### src/rtl/f32_to_i16.sv
// IEEE-754 single to signed 16-bit fixed point (round half away from zero, saturating).
// Five-state FSM with a start/busy/done handshake and a fixed four-edge latency.
module f32_to_i16 #(
    parameter int FRAC_BITS = 0
) (
    input  logic               clk,
    input  logic               rst,
    input  logic               start,
    input  logic [31:0]        din,
    output logic               busy,
    output logic               done,
    output logic signed [15:0] dout,
    output logic               ovf
);

    typedef enum logic [2:0] {
        IDLE,
        UNPACK,
        SHIFT,
        ROUND,
        OUT
    } state_t;

    localparam logic signed [9:0] FRAC_OFS = 10'(FRAC_BITS);

    state_t state;

    logic [31:0]        din_p0;
    logic               sign_p1;
    logic               zero_p1;
    logic               nan_p1;
    logic               inf_p1;
    logic signed [9:0]  e_p1;
    logic [23:0]        mant_p1;
    logic [16:0]        h_p2;
    logic               big_p2;
    logic [16:0]        mag_p3;

    logic [7:0]         exp_field;
    logic signed [9:0]  e_next;
    logic [4:0]         sh_amt;
    logic [16:0]        h_next;
    logic [16:0]        sat_res;

    // h carries one extra half LSB; adding one then dropping it rounds half away from zero.
    function automatic logic [16:0] round_half(input logic [16:0] h);
        logic [17:0] sum;
        sum = {1'b0, h} + 18'd1;
        round_half = sum[17:1];
    endfunction

    // Returns {ovf, dout}.
    function automatic logic [16:0] saturate(
        input logic        sign,
        input logic        nan,
        input logic        zero,
        input logic        inf,
        input logic        big,
        input logic [16:0] mag
    );
        logic [15:0] neg;
        neg = ~mag[15:0] + 16'd1;
        if (nan) begin
            saturate = {1'b1, 16'h0000};
        end else if (zero) begin
            saturate = {1'b0, 16'h0000};
        end else if (!sign) begin
            if (inf || big || (mag > 17'd32767))
                saturate = {1'b1, 16'h7FFF};
            else
                saturate = {1'b0, mag[15:0]};
        end else begin
            if (inf || big || (mag > 17'd32768))
                saturate = {1'b1, 16'h8000};
            else
                saturate = {1'b0, neg};
        end
    endfunction

    always_comb begin
        exp_field = din_p0[30:23];
        e_next    = signed'({2'b00, exp_field}) - 10'sd127 + FRAC_OFS;
        // 5-bit wraparound maps e in -1..15 onto shifts 23..7.
        sh_amt    = 5'd22 - e_p1[4:0];
        h_next    = 17'(mant_p1 >> sh_amt);
        sat_res   = saturate(sign_p1, nan_p1, zero_p1, inf_p1, big_p2, mag_p3);
    end

    always_ff @(posedge clk or negedge rst) begin
        if (!rst) begin
            state   <= IDLE;
            busy    <= 1'b0;
            done    <= 1'b0;
            dout    <= '0;
            ovf     <= 1'b0;
            din_p0  <= '0;
            sign_p1 <= 1'b0;
            zero_p1 <= 1'b0;
            nan_p1  <= 1'b0;
            inf_p1  <= 1'b0;
            e_p1    <= '0;
            mant_p1 <= '0;
            h_p2    <= '0;
            big_p2  <= 1'b0;
            mag_p3  <= '0;
        end else begin
            done <= 1'b0;
            case (state)
                IDLE: begin
                    if (start) begin
                        din_p0 <= din;
                        busy   <= 1'b1;
                        state  <= UNPACK;
                    end
                end
                // p0 -> p1: field split and class flags
                UNPACK: begin
                    sign_p1 <= din_p0[31];
                    e_p1    <= e_next;
                    mant_p1 <= {1'b1, din_p0[22:0]};
                    zero_p1 <= (exp_field == 8'h00);
                    nan_p1  <= (exp_field == 8'hFF) && (din_p0[22:0] != 23'd0);
                    inf_p1  <= (exp_field == 8'hFF) && (din_p0[22:0] == 23'd0);
                    state   <= SHIFT;
                end
                // p1 -> p2: alignment; e=15 is still shifted so -32768 can be told from overflow
                SHIFT: begin
                    if (e_p1 < -10'sd1) begin
                        h_p2   <= '0;
                        big_p2 <= 1'b0;
                    end else if (e_p1 > 10'sd15) begin
                        h_p2   <= '0;
                        big_p2 <= 1'b1;
                    end else begin
                        h_p2   <= h_next;
                        big_p2 <= 1'b0;
                    end
                    state <= ROUND;
                end
                // p2 -> p3: rounding
                ROUND: begin
                    mag_p3 <= round_half(h_p2);
                    state  <= OUT;
                end
                // p3 -> output: sign, saturation, handshake
                OUT: begin
                    {ovf, dout} <= sat_res;
                    done        <= 1'b1;
                    busy        <= 1'b0;
                    state       <= IDLE;
                end
                default: begin
                    busy  <= 1'b0;
                    state <= IDLE;
                end
            endcase
        end
    end

endmodule

### config.mk
export PLATFORM = sky130hd
export DESIGN_NAME = f32_to_i16
export DESIGN_NICKNAME = d
export VERILOG_FILES = /design/src/rtl/f32_to_i16.sv
export SDC_FILE = /design/constraint.sdc
export NUM_CORES = 1
export LEC_CHECK = 0
export ABC_AREA = 1
export BUFFER_PORTS_ARGS = -buffer_cell sky130_fd_sc_hd__buf_2
export CORE_MARGIN = 8
export CORE_UTILIZATION = 30
export CTS_CLUSTER_SIZE = 8
export DETAILED_ROUTE_END_ITERATION = 7
export SYNTH_ARGS = -nofsm -noshare
export SYNTH_HDL_FRONTEND = slang
export SYNTH_SLANG_ARGS = --single-unit
### constraint.sdc
create_clock -name clk -period 2.3 [get_ports clk]
set_input_delay 0.23 -clock clk [delete_from_list [all_inputs] [get_ports clk]]
set_output_delay 0.23 -clock clk [all_outputs]
set_load 0.1 [all_outputs]
# [Word level (Yosys, flattened, before mapping)]
# Cells that the tools add are included.
[word_totals] wordCells=58 regBits=127 ramBits=0 rom_bits=0 inputBits=35 mem_count=0 latch_bits=0
[classes] magnitude_cmp=4 n_addsub=4 multipliers=0 n_reduce_logical=12 div=0 eq_ne=6 bitwise=2 mux=14 n_shift=1
[ops] operator="2-to-1 mux 17 bit" n=7
[ops] operator=">> shifter 24 x 5 -> 17 bit" n=1
[ops] operator="logical NOT 23 bit" n=1
[ops] operator="nonzero test 23 bit" n=1
[ops] operator="adder 17 x 1 -> 18 bit (second input constant)" n=1
[ops] operator="greater-than comparator 17 x 15 -> 1 bit (second input constant)" n=1
[ops] operator="greater-than comparator 17 x 16 -> 1 bit (second input constant)" n=1
[ops] operator="adder 16 x 1 -> 16 bit (second input constant)" n=1
[ops] operator="NOT 16 bit" n=1
[ops] operator="case mux 3 bit (4 select lines)" n=1
[ops] operator="greater-than comparator 10 x 5 -> 1 bit (second input constant)" n=1
[ops] operator="< comparator 10 x 1 -> 1 bit (second input constant)" n=1
[ops] operator="subtractor 8 x 7 -> 9 bit (second input constant)" n=1
[ops] operator="equality test 8 bit (second input constant)" n=1
[ops] operator="logical NOT 8 bit" n=1
[ops] operator="equality test 3 x 2 -> 1 bit (second input constant)" n=2
[ops] operator="subtractor 5 bit (first input constant)" n=1
[ops] operator="2-to-1 mux 1 bit" n=4
[ops] operator="AND reduction 2 bit" n=2
[ops] operator="equality test 3 x 1 -> 1 bit (second input constant)" n=1
[ops] operator="equality test 3 bit (second input constant)" n=1
[ops] operator="logical NOT 3 bit" n=1
[ops] operator="logical OR 1 bit" n=3
[ops] operator="2-to-1 mux 3 bit" n=1
[ops] operator="other kinds (5)" n=6

# [Logic depth before layout (Yosys ltp)]
# Gate-level depths: netlist (run 1).
[logic_depth] depth_word=6 mapped_depth=12 depth_no_buf=11

# [Worst setup path after synthesis (run 1)]
# Ideal clock, no wire load.
[synth_timing] path_kind="reg-to-reg" from="reg e_p1[1]" to="reg h_p2[0]" setup_time_ns=0.117 arrival_time_ns=1.560 slack_ns=0.623 required_time_ns=2.183 stages_incl_launch_ff=11 period_less_slack_ns=1.677 path_cell_list="dfrtp_1 ha_1 buf_2 clkbuf_1 nand3_1 nand3_1 nand3_1 nand2_1 nand2_1 nand3_1 nand2_1"
[synth_via] elab_chain_len=4
[synth_lines] element="start: declaration" line_no="33" text="logic signed [9:0] e_p1;"
[synth_lines] element="start signal: assignment" line_no="119" text="e_p1 <= e_next;"
[synth_lines] element="subtractor 5 bit" line_no="84" text="sh_amt = 5'd22 - e_p1[4:0];"
[synth_lines] element=">> shifter 24 x 5 -> 17 bit" line_no="85" text="h_next = 17'(mant_p1 >> sh_amt);"
[synth_lines] element="2-to-1 mux 17 bit" line_no="131" text="end else if (e_p1 > 10'sd15) begin"
[synth_lines] element="2-to-1 mux 17 bit *" line_no="128" text="if (e_p1 < -10'sd1) begin"
[synth_lines] element="end signal: assignment" line_no="135" text="h_p2 <= h_next;"
[synth_lines] element="end: declaration" line_no="35" text="logic [16:0] h_p2;"
# Mark *: on every way between the ends. The rest lies on a longest branch, timed or not.
# A chain may end at the register's enable or synchronous reset.

# [Worst setup path after layout (run 1)]
[layout_timing] from="reg mag_p3[0]" to="reg dout[13]"
[layout_via] elab_chain_len=6
[layout_lines] element="start: declaration" line_no="37" text="logic [16:0] mag_p3;"
[layout_lines] element="start signal: assignment" line_no="142" text="mag_p3 <= round_half(h_p2);"
[layout_lines] element="NOT 16 bit (tied with other cells)" line_no="62" text="neg = ~mag[15:0] + 16'd1;"
[layout_lines] element="adder 16 x 1 -> 16 bit (tied with other cells)" line_no="62"
[layout_lines] element="2-to-1 mux 17 bit (on tied branches)" line_no="73, 68"
[layout_lines] element="2-to-1 mux 17 bit *" line_no="67" text="end else if (!sign) begin"
[layout_lines] element="2-to-1 mux 17 bit *" line_no="65" text="end else if (zero) begin"
[layout_lines] element="2-to-1 mux 17 bit *" line_no="63" text="if (nan) begin"
[layout_lines] element="end signal: assignment" line_no="147" text="{ovf, dout} <= sat_res;"
[layout_lines] element="end: declaration" line_no="12" text="output logic signed [15:0] dout,"
# Marks and branches as above.

==> flow_summary.json, run 1 <==
{
  "grt_usage_pct": 13.3,
  "met2_usage_pct": 21.8,
  "clock-sinks": 126,
  "synth_fa_ha_area_share_pct": 1.07,
  "muxShareOfSynthArea_pct": 2.08,
  "root_buffer": "clkbuf_16",
  "synth-simple-area-share_pct": 37.0,
  "cts.clk_slew.worst_paths_ps": 60,
  "cp_max_fo": 9,
  "tns_ps": 0,
  "via_per_inst": 4.83,
  "cts_made_buffers": 17,
  "final_cell_mix": "nand2_1, nand3_1, dfrtp_1, nor2_1, inv_1",
  "die_w_um": 169,
  "max-slew-margin-rel_pct": 58.4,
  "synth-main-ff-cell": "dfrtp_1",
  "post_synth_num_cell_types": 37,
  "grt_pass1_vias": 6353,
  "syn_to_final_growth_pct": 17.7,
  "fmax_mhz": 499,
  "critPathArrivalTime_ps": 2370,
  "min_from": "din[11]",
  "overflow": 0,
  "std_cell_rows": 56,
  "antenna_found_initial": 0,
  "grt.met1_usage_pct": 16.7,
  "min_delay_path_depth": 2,
  "grt_pass1_wl_um": 31000,
  "outcome": "finished, final reports clean",
  "r2r_slack_ps": 300,
  "drc": 0,
  "rr_endpoint": "dout[13]$_DFFE_PN0P_",
  "busiest_layer": "met2",
  "setup_viol": 0,
  "ir_worst_vdd_mv": 0.670,
  "synth_edf_count": 0,
  "io_buffers": 53,
  "reg2reg_depth": 10,
  "placedCellCount": 1305,
  "clockBufferDepth": 2,
  "wire_per_inst_um": 13.6,
  "endpoint_kind": "register",
  "worstPathRequired_ps": 2660,
  "tritoncts": "yes",
  "synth_top_family_by_area": "simple AND/OR/NAND/NOR gates",
  "tightestPinTransition_ps": 623,
  "postCtsResizedCells": 0,
  "synth-xor-area-share_pct": 1.62,
  "rr_startpoint": "mag_p3[0]$_DFFE_PN0P_",
  "crit_path_start_kind": "register",
  "cts.htree.levels": 4,
  "min_to": "din_p0[11]$_DFFE_PN0P_",
  "fin_crit_ps": 2000,
  "netlist_area_um2": 7030,
  "leakage_nw": 4.04,
  "syn-num-nets": 994,
  "layout-drive-gt1-share_pct": 13.9,
  "grt_start_max_net_pins": 67,
  "crit_chain": "inv_1, ha_1, nand2_1, nor2_1, nand3_2, nand3_2, nand2_4, inv_2, nand3_1, nand2_1",
  "ant_nets": 0,
  "first_pass_iters": 6,
  "met3_usage_pct": 3.07,
  "critical_path_class": "reg -> reg",
  "clock_latency_ps": 420,
  "maxCapViolCount": 0,
  "vias": 6456,
  "hp-class": "in -> reg",
  "hold_violations": 0,
  "fin_nets": 1047,
  "crit_family": "simple AND/OR/NAND/NOR gates",
  "fin_cells": 1338,
  "finalCritPeriodShare_pct": 87.1,
  "rsz0062_at_grt": "false",
  "synth_area_per_cell_um2": 7.38,
  "layout_commonest_cell": "nand2_1",
  "powerDensity_nw_per_um2": 1700,
  "yosys_warnings": 0,
  "place.gp.congestion": 0.939,
  "routed_wl_um": 18200,
  "hpwl_um": 13300,
  "slowest_delay_ps": 430,
  "start_util_pct": 30.2,
  "fillCellCount": 2525,
  "dieArea_um2": 28600,
  "slew_violations": 0,
  "syn_inst": 953,
  "ioPinCount": 54,
  "drtIter0Drc": 469,
  "ys_async_sr_fraction_pct": 100,
  "synth-compound-area-share_pct": 6.96,
  "synth_seq_cells": 126,
  "cp.buffers_inverters": 2,
  "skew_ps": 13.2,
  "die_h_um": 169,
  "yosysSeqAreaShare_pct": 44.8,
  "antenna_cells": 0,
  "slowest_stage": "dfrtp_1",
  "fp.coreArea_um2": 23300
}
[worst reg2reg max path, delay by kind of cell, from the launching register on]
family,cells,cell delay (ps)
buffers and inverters,2,290
DFF,1,430
and+or+nand+nor,7,980
adders and majority gates,1,230
[worst max path at each step]
stage	start	end	slack, ps	cells past startpoint
CTS	mag_p3[0]$_DFFE_PN0P_	dout[13]$_DFFE_PN0P_	310	10
detailed placement	mag_p3[0]$_DFFE_PN0P_	dout[13]$_DFFE_PN0P_	320	10
finish	mag_p3[0]$_DFFE_PN0P_	dout[13]$_DFFE_PN0P_	300	10
global placement	mag_p3[0]$_DFFE_PN0P_	dout[13]$_DFFE_PN0P_	330	10
global route	mag_p3[0]$_DFFE_PN0P_	dout[14]$_DFFE_PN0P_	120	10
floorplan	e_p1[1]$_DFFE_PN0P_	h_p2[0]$_DFFE_PN0P_	620	10
[what timing repair did]
item | in CTS | in global routing
buffers inserted | 0 | 0
hold buffers | 1 | 0
hold endpoints to repair | 63 | 0
[layout make-up]
| class | instances | area (um2) | area share [%] |
|---|---|---|---|
| Timing Repair Buffer | 73 | 437 | 5.28 |
| Tap cell | 319 | 399 | 4.82 |
| Clock buffer | 19 | 443 | 5.35 |
| Multi-Input combinational cell | 716 | 3430 | 41.5 |
| Clock inverter | 13 | 133 | 1.60 |
| Sequential cell | 126 | 3150 | 38.1 |
| Inverter | 72 | 277 | 3.34 |
[cells by family (layout without fill, tap and decap cells)]
kind of cell / after synthesis / in the layout
simple gates: 591 / 591
flops: 126 / 126
buf+inv: 111 / 177
compound gates: 93 / 93
xor+xnor: 13 / 13
mux: 13 / 13
fa+ha+maj: 6 / 6
[report_power, final]
part	internal [W]	switching, W
clock	0.00154	0.00110
sequential	0.00317	0.000811
combinational	0.00224	0.00523
[routing by layer]
metal	share of wire (%)	vias to the layer above	routed length, um
met2	47	170	8510
met3	4.8	30	879
li1	-	3241	-
met4	2.1	0	377
met1	46	3015	8420
met5	0	-	0
[cell usage after synthesis (3+ instances only)]
| master | number | share of area [%] |
|---|---|---|
| buf_2 | 25 | 1.8 |
| xor2_1 | 11 | 1.4 |
| nand2_1 | 294 | 16 |
| inv_2 | 4 | 0.21 |
| or2_2 | 5 | 0.44 |
| ha_1 | 6 | 1.1 |
| nor3_1 | 8 | 0.57 |
| nand3_1 | 166 | 12 |
| nand4_1 | 21 | 1.9 |
| clkbuf_1 | 14 | 0.75 |
| mux2_2 | 13 | 2.1 |
| nor2_1 | 79 | 4.2 |
| o21ai_1 | 3 | 0.21 |
| dfrtp_1 | 126 | 45 |
| o21ai_0 | 59 | 4.2 |
| a21oi_1 | 24 | 1.7 |
| inv_1 | 66 | 3.5 |
[state kept, by name, indices dropped and copies added, names as in the netlist, 3 cells and up]
signal,flops
din_p0,32
mant_p1,24
h_p2,17
mag_p3,17
dout,16
e_p1,9
state,3
[stage by stage]
| stage | utilization, % | area [um2] | total power [W] | hold WS, ps | worst slack, ps |
|---|---|---|---|---|---|
| floorplan | - | 7030 | 0.00966 | -65.6 | 623 |
| global placement | 33.1 | 7690 | 0.0114 | 284 | 332 |
| detailed placement | 33.1 | 7690 | 0.0114 | 288 | 319 |
| CTS | 35.6 | 8280 | 0.0141 | 23.0 | 307 |
| global route | 35.6 | 8280 | 0.0153 | 28.0 | 115 |
| finish | 35.6 | 8280 | 0.0141 | 32.5 | 296 |
Note: power is estimated with default switching activity, not from simulation.
==> run 2: changes to the inputs <==
--- a/config.mk
+++ b/config.mk
@@ -5,12 +5,12 @@
 export SDC_FILE = /design/constraint.sdc
 export NUM_CORES = 1
 export LEC_CHECK = 0
-export ABC_AREA = 1
 export BUFFER_PORTS_ARGS = -buffer_cell sky130_fd_sc_hd__buf_2
 export CORE_MARGIN = 8
 export CORE_UTILIZATION = 30
 export CTS_CLUSTER_SIZE = 8
 export DETAILED_ROUTE_END_ITERATION = 7
+export RECOVER_POWER = 25
 export SYNTH_ARGS = -nofsm -noshare
 export SYNTH_HDL_FRONTEND = slang
 export SYNTH_SLANG_ARGS = --single-unit
==> run 2 against run 1 <==
Against the previous run:
- setup slack got worse by 240 ps
- fmax is 11% lower
- clock skew shrank 1.5 ps
- cell area grew 1.5%
- global-route usage shrank 1.4 points
- routed wire length is 10% lower
- register-to-register slack got worse by 240 ps
- worst hold slack got worse by 17 ps
- sequential share of layout area is 0.54 points lower
- critical path depth shrank 2
- total power increased by 6.7%
- synthesized cell count is 25% lower
==> flow_summary.json, run 2 <==
{
  "dieArea_um2": 28200,
  "layout-drive-gt1-share_pct": 25.6,
  "largest_reg_flops": 32,
  "grt_start_max_net_pins": 57,
  "fin_area_um2": 8400,
  "tritoncts": "yes",
  "endpoint_kind": "register",
  "ant_nets": 0,
  "max-slew-margin-rel_pct": 19.9,
  "dpl_cell_area_um2": 7730,
  "std_cell_rows": 55,
  "fillCellCount": 2267,
  "grt_pass1_vias": 5250,
  "ys_async_sr_fraction_pct": 100,
  "leakage_nw": 3.75,
  "antenna_found_initial": 0,
  "netlist_area_um2": 6910,
  "r2r_slack_ps": 60,
  "combPwrFrac_pct": 53.6,
  "synth_area_per_cell_um2": 9.72,
  "synth_most_common_cell": "nand2_1",
  "min_from": "din[23]",
  "critical_path_class": "reg -> reg",
  "reg2reg_depth": 8,
  "grt_usage_pct": 11.9,
  "p_sw_w": 0.00667,
  "crit_path_start_kind": "register",
  "min_to": "din_p0[23]$_DFFE_PN0P_",
  "antenna_cells": 0,
  "tns_ps": 0,
  "routed_wl_um": 16300,
  "yosysSeqAreaShare_pct": 45.6,
  "fin_nets": 825,
  "worstPathRequired_ps": 2600,
  "netSwitchingFraction_pct": 44.3,
  "grt_pass1_wl_um": 27500,
  "min_delay_path_depth": 3,
  "synth_area_leaders": "dfrtp_1, nand2_1, mux2_2, mux2i_1, o21ai_0",
  "overflow": 0,
  "syn_to_final_growth_pct": 21.5,
  "die_h_um": 168,
  "post_synth_num_cell_types": 63,
  "ir_worst_vdd_mv": 0.701,
  "drtIter0Drc": 453,
  "p_seq_share_pct": 27.8,
  "clock-sinks": 126,
  "root_buffer": "clkbuf_16",
  "fmax_mhz": 446,
  "first_pass_iters": 4,
  "synth_edf_count": 0,
  "top_regs": "din_p0 (32), mant_p1 (24)",
  "syn-num-nets": 752,
  "maxCapViolCount": 0,
  "cts.htree.levels": 4,
  "vias": 5380,
  "synth_seq_cells": 126,
  "skew_ps": 11.7,
  "drc": 0,
  "power.internal_w": 0.00837,
  "hold_ws_ps": 15.1,
  "yosys-top-cells-count": "nand2_1, dfrtp_1, mux2_2",
  "fp.coreArea_um2": 22600,
  "io_buffers": 53,
  "utilization_pct": 37.1,
  "hold_violations": 0,
  "rr_startpoint": "e_p1[0]$_DFFE_PN0P_",
  "hpwl_um": 12000,
  "ioPinCount": 54,
  "critPathArrivalTime_ps": 2540,
  "slew_violations": 0,
  "synth-main-ff-cell": "dfrtp_1",
  "p_clk_share_pct": 18.7,
  "yosys_warnings": 0,
  "finalCritPeriodShare_pct": 97.4,
  "yosysTopAreaCell": "dfrtp_1",
  "via_per_inst": 4.97,
  "setup_viol": 0,
  "ff_latch_area_um2": 3150,
  "yosysTopAreaCellShare_pct": 45.6,
  "clock_latency_ps": 420,
  "layout_commonest_cell": "nand2_1",
  "wire_per_inst_um": 15.1,
  "rr_endpoint": "h_p2[7]$_DFFE_PN0P_",
  "cp_max_fo": 15,
  "final_cell_mix": "nand2_1, dfrtp_1, mux2_2, buf_2, o21ai_0",
  "cts_made_buffers": 17,
  "cts.clk_slew.worst_paths_ps": 60,
  "fin_crit_ps": 2240,
  "hp-class": "in -> reg",
  "tightestPinTransition_ps": 1200,
  "die_w_um": 168,
  "clockBufferDepth": 2,
  "largest-register": "din_p0",
  "start_util_pct": 30.5,
  "place.gp.congestion": 0.864,
  "syn_inst": 711,
  "outcome": "finished, final reports clean",
  "multi_input_area_um2": 3570,
  "total_power_w": 0.0150,
  "powerDensity_nw_per_um2": 1790
}
-- run 2: cell types whose count changed after synthesis, moves of 11 or more --
cell      before  now
inv_1         66   11
xnor2_1        2   14
nand2_1      294  167
mux2i_1        0   31
clkbuf_1      14   25
mux2_2        13   53
buf_2         25   12
nand4_1       21    7
nand3_1      166   13
nor2_1        79   41
o31ai_1        0   12
o21ai_0       59   46
-- run 2: per-stage QoR --
step / std cells / worst slack (ps)
global route: 1082 / -9.32
detailed placement: 1046 / 57.5
CTS: 1079 / 46.2
global placement: 1046 / 34.1
floorplan: 711 / 11.1
finish: 1082 / 58.7
-- run 2: cell families (layout without fill, tap and decap cells) --
kind of cell / after synthesis / count (layout) / synth area share (%)
flip-flops: 126 / 126 / 45.6
AO/OA/AOI/OAI: 114 / 114 / 10.7
XOR/XNOR: 32 / 32 / 4.16
multiplexers: 92 / 92 / 15.7
AND/OR/NAND/NOR: 289 / 289 / 19.4
buffers and inverters: 52 / 138 / 3.28
adder cells (fa/ha/maj): 6 / 6 / 1.09
-- run 2: power by group through the flow --
stage	sequential [W]	clock, W	combinational (W)
global route	0.00433	0.00296	0.00877
floorplan	0.00490	0	0.00514
global placement	0.00418	0	0.00782
finish	0.00417	0.00280	0.00806
detailed placement	0.00421	0	0.00790
CTS	0.00418	0.00286	0.00793
-- run 2: layout make-up --
cell class	count	area share, %
flip-flops and latches	126	37.6
well taps	285	4.25
inverters	11	0.492
clock buffers	19	5.39
clock inverters	13	1.95
multi-input cells	533	42.5
repair buffers	95	7.82
-- run 2: what timing repair did --
action                     in CTS  in global routing
setup endpoints to repair       0                 12
hold endpoints to repair       18                  0
hold buffers                    1                  0
buffers inserted                0                  3
gates resized for setup         0                  7
-- run 2: critical path: stages, from the launching register on --
cell,delay (ps)
dfrtp_2,420
ha_4,290
buf_12,120
buf_12,140
mux2_2,380
mux2i_1,280
mux2i_1,140
a22oi_1,260
nand2_1,90
-- run 2: layer usage --
metal  track usage [%]  wire (um)  vias to the layer above
met5                 0          0                        -
met4              4.27        268                        0
met1              16.2       8060                     2558
li1                  -          -                     2657
met2              17.6       7190                      143
met3              3.32        836                       22
-- run 2: worst max path at each step --
stage	start	endpoint	slack (ps)	cells past startpoint
floorplan	e_p1[0]$_DFFE_PN0P_	h_p2[6]$_DFFE_PN0P_	10	8
global placement	e_p1[0]$_DFFE_PN0P_	h_p2[7]$_DFFE_PN0P_	30	7
detailed placement	e_p1[0]$_DFFE_PN0P_	h_p2[7]$_DFFE_PN0P_	60	7
CTS	mag_p3[1]$_DFFE_PN0P_	dout[15]$_DFFE_PN0P_	50	7
global route	e_p1[0]$_DFFE_PN0P_	h_p2[1]$_DFFE_PN0P_	-9	8
finish	e_p1[0]$_DFFE_PN0P_	h_p2[7]$_DFFE_PN0P_	60	8
